### src/rtl/uart_pkg.sv
// uart_pkg: shared transmitter state encodings, parity-type constants and parity helper
package uart_pkg;

    typedef enum logic [2:0] {
        IDLE,
        START,
        DATA,
        PARITY,
        STOP_A,
        STOP_B
    } tx_state_t;

    localparam logic PAR_EVEN = 1'b0;
    localparam logic PAR_ODD  = 1'b1;

    // Widest legal frame is 9 data bits; narrower data is zero-extended by the caller
    function automatic logic parity_bit(input logic [8:0] d, input logic typ);
        return (^d) ^ (typ == PAR_ODD);
    endfunction

endpackage

### src/rtl/uart_baud_tick.sv
// uart_baud_tick: bit-period down-counter, tick high on the last cycle of each period
module uart_baud_tick #(
    parameter int W = 16
) (
    input  logic         CLK,
    input  logic         RST,
    input  logic         restart,
    input  logic [W-1:0] load,
    output logic         tick
);

    logic [W-1:0] cnt;

    always_ff @(posedge CLK) begin
        if (RST)
            cnt <= '0;
        else if (restart)
            cnt <= load;
        else if (cnt != '0)
            cnt <= cnt - 1'b1;
    end

    assign tick = cnt == '0;

endmodule

### src/rtl/uart_tx_engine.sv
// uart_tx_engine: UART frame transmitter with optional parity, 1/2 stop bits and back-to-back frames
module uart_tx_engine
    import uart_pkg::*;
#(
    parameter int DATA_WIDTH = 8,
    parameter int PRESCALE_W = 16
) (
    input  logic                  CLK,
    input  logic                  RST,
    input  logic [DATA_WIDTH-1:0] P_DATA,
    input  logic                  Data_Valid,
    input  logic                  PAR_EN,
    input  logic                  PAR_TYP,
    input  logic                  STOP2,
    input  logic [PRESCALE_W-1:0] PRESCALE,
    output logic                  TX_OUT,
    output logic                  busy,
    output logic                  data_ack,
    output logic                  frame_done
);

    localparam int IW = $clog2(DATA_WIDTH);
    localparam logic [IW-1:0] LAST = IW'(DATA_WIDTH - 1);

    tx_state_t             state;
    logic [DATA_WIDTH-1:0] shreg;
    logic [IW-1:0]         bit_idx;
    logic [PRESCALE_W-1:0] prescale_q;
    logic                  par_en_q;
    logic                  par_q;
    logic                  stop2_q;
    logic                  tick;
    logic                  frame_end;
    logic                  accept;

    assign frame_end  = tick && ((state == STOP_A && !stop2_q) || state == STOP_B);
    assign accept     = Data_Valid && !RST && (state == IDLE || frame_end);
    assign data_ack   = accept;
    assign frame_done = frame_end && !RST;

    // Every tick ends a bit, so the period restarts on every bit boundary and on acceptance
    uart_baud_tick #(.W(PRESCALE_W)) u_tick (
        .CLK     (CLK),
        .RST     (RST),
        .restart (accept || tick),
        .load    (accept ? PRESCALE : prescale_q),
        .tick    (tick)
    );

    always_ff @(posedge CLK) begin
        if (RST) begin
            state      <= IDLE;
            TX_OUT     <= 1'b1;
            busy       <= 1'b0;
            shreg      <= '0;
            bit_idx    <= '0;
            prescale_q <= '0;
            par_en_q   <= 1'b0;
            par_q      <= 1'b0;
            stop2_q    <= 1'b0;
        end else if (accept) begin
            state      <= START;
            TX_OUT     <= 1'b0;
            busy       <= 1'b1;
            shreg      <= P_DATA;
            bit_idx    <= '0;
            prescale_q <= PRESCALE;
            par_en_q   <= PAR_EN;
            par_q      <= parity_bit(9'(P_DATA), PAR_TYP);
            stop2_q    <= STOP2;
        end else begin
            case (state)
                IDLE: begin
                    TX_OUT <= 1'b1;
                    busy   <= 1'b0;
                end
                START: if (tick) begin
                    state  <= DATA;
                    TX_OUT <= shreg[0];
                    shreg  <= shreg >> 1;
                end
                DATA: if (tick) begin
                    if (bit_idx == LAST) begin
                        state  <= par_en_q ? PARITY : STOP_A;
                        TX_OUT <= par_en_q ? par_q : 1'b1;
                    end else begin
                        bit_idx <= bit_idx + 1'b1;
                        TX_OUT  <= shreg[0];
                        shreg   <= shreg >> 1;
                    end
                end
                PARITY: if (tick) begin
                    state  <= STOP_A;
                    TX_OUT <= 1'b1;
                end
                STOP_A: if (tick) begin
                    state <= stop2_q ? STOP_B : IDLE;
                    busy  <= stop2_q;
                end
                STOP_B: if (tick) begin
                    state <= IDLE;
                    busy  <= 1'b0;
                end
                default: begin
                    state  <= IDLE;
                    TX_OUT <= 1'b1;
                    busy   <= 1'b0;
                end
            endcase
        end
    end

endmodule

### config.mk
export PLATFORM = sky130hd
export DESIGN_NAME = uart_tx_engine
export DESIGN_NICKNAME = d
export VERILOG_FILES = /design/src/rtl/uart_pkg.sv /design/src/rtl/uart_baud_tick.sv /design/src/rtl/uart_tx_engine.sv
export SDC_FILE = /design/constraint.sdc
export NUM_CORES = 1
export LEC_CHECK = 0
export ABC_AREA = 1
export CAP_MARGIN = 40
export CORE_ASPECT_RATIO = 0.7
export CORE_MARGIN = 2
export CORE_UTILIZATION = 50
export DETAILED_ROUTE_END_ITERATION = 7
export PLACE_DENSITY = 0.73
export SLEW_MARGIN = 40
export SYNTH_ARGS = -nofsm -noshare
export SYNTH_HDL_FRONTEND = slang
export SYNTH_SLANG_ARGS = --single-unit
export TNS_END_PERCENT = 50
### constraint.sdc
create_clock -name CLK -period 2.3 [get_ports CLK]
set_clock_uncertainty 0.1 [all_clocks]
set_input_delay 0.46 -clock CLK [delete_from_list [all_inputs] [get_ports CLK]]
set_output_delay 0.46 -clock CLK [all_outputs]
set_load 0.01 [all_outputs]
## Word-level counts from Yosys, hierarchy flattened

Index checks and enable logic that the tools add are counted.
W data, S select, Z words.

- Bits in registers: 51
- Bits in latches: 0
- RAM bits: 0
- Bits in read-only memories: 0
- Input bits: 30
- Output and inout bits: 4
- Memories: 0

- Add/sub/neg operators: 2
- Multiply operators: 0
- Div/mod/pow operators: 0
- Order comparisons: 0
- Equality and inequality tests: 22
- Shift operators: 0
- Mux-type cells: 29
- Bitwise gates (word level): 3
- Reduce and logical (&&, ||, !) cells: 25

Operators with widths:

| cell | count |
|---|---|
| $mux W16 | 3 |
| $mux W8 | 4 |
| $mux W3 | 8 |
| $ne A3 B3 Y1 const B | 7 |
| $pmux W3 S6 | 1 |
| $logic_not A16 Y1 | 1 |
| $pmux W8 S2 | 1 |
| $reduce_bool A16 Y1 | 1 |
| $sub A16 B1 Y16 const B | 1 |
| $ne A2 B2 Y1 const B | 7 |
| $reduce_and A7 Y1 | 2 |
| $mux W1 | 10 |
| $eq A3 B3 Y1 const B | 3 |
| $reduce_xor A9 Y1 | 1 |
| $reduce_and A4 Y1 | 2 |
| $eq A3 B2 Y1 const B | 2 |
| $reduce_and A3 Y1 | 2 |
| $logic_and A1 B1 Y1 | 5 |
| $ne A2 B1 Y1 const B | 2 |
| $pmux W1 S4 | 1 |
| $reduce_or A2 Y1 | 2 |
| $add A3 B1 Y3 const B | 1 |
| $eq A3 B1 Y1 const B | 1 |
| $logic_not A3 Y1 | 1 |
| 8 further kinds | 12 |

## Longest topological paths before layout

- Depth in word-level cells: 8
- Gate-level depth with buffers: 13
- Mapped depth without buffers: 12

## Modules after synthesis

From an unflattened synthesis, not the netlist that was laid out.

- Cell total of the unflattened synthesis: 471
- Area total of the unflattened synthesis: 2942.8 um^2

Modules (own cells, without submodules):

| module | instances | cells an instance | area each (um^2) | sequential area each (um^2) |
|---|---|---|---|---|
| uart_tx_engine | 1 | 292 | 1828.0 | 700.7 |
| uart_baud_tick | 1 | 179 | 1114.8 | 320.3 |

## Least setup slack after synthesis

No wires, ideal clock.

- Kind: reg2out
- Start point: register u_tick.cnt[0]
- End point: output data_ack
- Data arrival time: 1275 ps
- Required time: 1740 ps
- Setup slack: 465 ps
- Stages on the path, launching flop included: 10
- Path buffers: 1
- Cells stage by stage: dfxtp_1 -> inv_1 -> ha_1 -> nand2_2 -> nor2_4 -> nand3_2 -> nand2_2 -> nand2_4 -> inv_1 -> buf_4

- Cells in the longest elaborated chain, start to end: 4

RTL lines:

| item | RTL line | RTL |
|---|---|---|
| start: declaration | uart_baud_tick.sv:12 | `logic [W-1:0] cnt;` |
| start signal: assignment | uart_baud_tick.sv:18 | `cnt <= load;` |
| start signal: assignment | uart_baud_tick.sv:20 | `cnt <= cnt - 1'b1;` |
| $logic_not A16 Y1 | uart_baud_tick.sv:23 | `assign tick = cnt == '0;` |
| $logic_and A1 B1 Y1 | uart_tx_engine.sv:36 | `assign frame_end = tick && ((state == STOP_A && !stop2_q) \|\| state == STOP_B);` |
| $logic_or A1 B1 Y1 | uart_tx_engine.sv:37 | `assign accept = Data_Valid && !RST && (state == IDLE \|\| frame_end);` |
| $logic_and A1 B1 Y1 | uart_tx_engine.sv:37 |  |
| end: declaration | uart_tx_engine.sv:18 | `output logic data_ack,` |

Every way passes these cells.

## Worst setup path after layout

Ends and elaborated chain as after synthesis.

==> impl_results.md <==
- Fmax: 467.7 MHz
- Remaining global-route overflow: 0
- Worst Setup SP: u_tick.cnt[0]
- Post-Route WL: 5950 µm
- Fillers: 507
- Flop-to-flop setup slack: 0.24 ns
- Post-route setup TNS: 0 ns
- Post-Synth Adder-Cell Area: 1.412%
- Core box area: 0.005175 mm²
- Clock Pin Slew Worst Setup and Hold Paths: 0.09 ns
- Unique masters post-synth: 26
- Root Driver: clkbuf_8
- Post-synthesis mux area share: 0%
- Status: completed
- Top Ports: 34
- Critical Path AT: 1.58 ns
- Synth Area in XOR/XNOR: 6.591%
- GRT Overall Usage: 21.92%
- Worst-path cell chain: inv_1 -> ha_1 -> nand2_2 -> nor2_4 -> nand3_2 -> nand2_2 -> nand2_4 -> inv_1 -> clkbuf_2
- Slew headroom: 66.69%
- CP endpoint: data_ack
- Inserted Diodes: 0
- Synth Cell Area: 0.002658 mm²
- WP buf/inv: 3
- Pin count of the biggest net entering global routing: 39
- Initial antenna violation count: 0
- Hold Violations, Final: 0
- Syn avg cell area: 6.797 µm²
- # port buffers: 33
- Power Density: 1018 mW/mm²
- Routed Antenna Nets: 0
- Startpoint types: flip-flop
- Clock sink count: 51
- Die X: 91.14 µm
- CP max FO: 3
- Die height: 65.00 µm
- Compound-Gate Fraction of Synth Area: 10.45%
- Leak: 1.453 nW
- Hold buffers post-CTS: 0
- CP Depth: 9
- Number of storage elements in the synthesis netlist: 51
- Worst hold-check path type: flip-flop to flip-flop
- Max VDD drop: 0.4963 mV
- Clock latency on the worst-skew pair: 0.30 ns
- Pre-antenna DRT Iters: 4
- CP max stage cell: dfxtp_1
- Final period utilization: 92.97%
- Tmin final: 2.138 ns
- Worst R2R End: u_tick.cnt[0]
- Crit path required time: 1.74 ns
- Total CTS buffers: 5
- Critical path class: flip-flop to output port
- Top FF cell, synth: dfxtp_1
- Area Growth Syn to Fin: 19.82%
- Routability cong.: 0.9053
- First-pass GRT wire length: 10390 µm
- Clk buf depth: 2
- Ratio of cells with drive above 1 in the final layout: 10.88%
- YS warnings: 0
- Total power: 0.003242 W
- Fraction of registers with async set/reset: 0%
- Largest family of logic cells by synthesized area: simple AND/OR/NAND/NOR gates
- H-tree levels: 2
- Sequential cell area fraction in the yosys report: 38.42%
- Final Hold Slack: 0.3713 ns
- RSZ-0062 raised after global routing: false
- Fin nets: 464
- Syn Inst Count: 391
- Top Family by Delay on Critical Path: simple AND/OR/NAND/NOR gates
- Synth Area in Simple Gates: 35.03%
- Final setup viols: 0
- Worst r2r src: u_tick.cnt[0]
- CTS tree: done
- Iter 0 DRT Violations: 152
- Vias in the first global route: 2335
- DR vias: 2460
- Initial Util: 51.35%
- Post-synthesis net count: 424
- # DRC: 0
- Post-synth EDFFs: 0
- Fin. max-slew vios: 0
- Std cell rows: 22
- Via density: 4.881
- Drt wl/cell: 11.81 µm
- Die ar.: 0.005923 mm²
- Hpwl dp: 4306 µm
- Crit end category: output port
- Largest stage delay, worst path: 0.32 ns
- Slew @ Worst Pin: 0.4982 ns
- Worst-case reg-to-reg path depth: 12
- Max-cap viol count: 0
worst min path at each step:
stage	cells after the start	to	startpoint	slack, ns
2_1_floorplan	2	bit_idx[1]	bit_idx[1]	0.34
3_3_place_gp	2	prescale_q[7]	prescale_q[7]	0.36
3_5_place_dp	2	prescale_q[15]	prescale_q[15]	0.36
4_1_cts	2	prescale_q[15]	prescale_q[15]	0.38
5_1_grt	2	bit_idx[2]	bit_idx[2]	0.40
6_report	2	prescale_q[6]	prescale_q[6]	0.37
cell families (layout without fill, tap and decap cells):
family | count (synthesis) | count (layout)
AND/OR/NAND/NOR | 215 | 215
AO/OA/AOI/OAI | 54 | 54
flip-flops | 51 | 51
buffers and inverters | 48 | 89
XOR/XNOR | 20 | 20
adder cells (fa/ha/maj) | 3 | 3
per-layer routing:
metal,share of wire (%),GRT usage (%),up-vias
met1,50,28.96,1090
met4,0.86,5.871,0
li1,-,-,1309
met5,0,0,-
met2,45,36.57,55
met3,4.7,4.767,6
timing repair:
item,4_1_cts,5_1_grt
gates resized for setup,3,3
buffers inserted,0,0
setup endpoints to repair,2,9
worst register-to-register path, stage by stage, from the launching register on:
cell	delay, ns
dfxtp_1	0.34
inv_1	0.06
ha_1	0.22
nand2_2	0.10
nor2_4	0.05
nand3_2	0.08
nand2_2	0.07
nand2_4	0.06
buf_6	0.32
nand2_4	0.09
buf_4	0.17
o21ai_0	0.21
nor2_1	0.08
flip-flops by register name, summed over array words and instances (netlist names):
register and cells:
TX_OUT 1, u_tick.cnt 16, prescale_q 16, busy 1, shreg 8, bit_idx 3, stop2_q 1, state 3
par_en_q 1, par_q 1
layout by cell type, fill, tap and decap left out:
cell              n
nor3_1            2
buf_6             1
nor2_1           74
o21ai_1           1
nand2_1          86
clkinv_2          2
clkbuf_8          5
buf_4            13
nand2_2          11
nor2_2            8
clkbuf_2          1
ha_1              3
nand2_4           2
clkdlybuf4s50_1  31
nand3_2           1
xnor2_1          10
dfxtp_1          51
a21oi_1          29
inv_6             1
nor2_4            1
a21oi_2           1
inv_1            34
nand3b_1          1
nand3_1          25
xor2_1           10
nand4_1           4
o21ai_0          20
o211ai_1          2
a21boi_0          1
dlygate4sd2_1     1
layout make-up:
type	count	area [µm²]	area share (%)
multi-input cells	292	1425	44.75
clock inverters	3	18.77	0.5894
clock buffers	5	68.82	2.161
inverters	34	127.6	4.008
flip-flops and latches	51	1021	32.06
well taps	72	90.09	2.829
repair buffers	47	432.9	13.60
where the power goes:
group / internal, W / switching, W / leakage, nW
registers: 0.00107 / 0.000145 / 0.418
logic: 0.000618 / 0.000885 / 0.987
clock network: 0.000215 / 0.000304 / 0.0483
total: 0.00191 / 0.00133 / 1.45
per-stage QoR:
stage	cells	utilization, %	setup slack, ns	area, µm²
after CTS	504	61.53	0.008098	3184
final	504	61.53	0.1617	3184
after floorplan	391	-	0.4654	2658
after global placement	496	59.82	-0.1589	3095
after global routing	504	61.53	0.001410	3184
after detailed placement	496	59.82	-0.1687	3095
cell usage after synthesis (3+ instances only):
master    count  area (µm²)
nand2_1      86       322.8
nor2_1       74       277.8
dfxtp_1      51        1021
inv_1        34       127.6
a21oi_1      30       150.1
nand3_1      25       125.1
o21ai_0      20       100.1
nand2_2      11       68.82
xnor2_1      10       87.58
xor2_1       10       87.58
nor2_2        8       50.05
clkbuf_1      5       18.77
nand4_1       4       25.02
buf_2         3       15.01
buf_6         3       33.78
ha_1          3       37.54
Power figures use the tool's default switching activity.
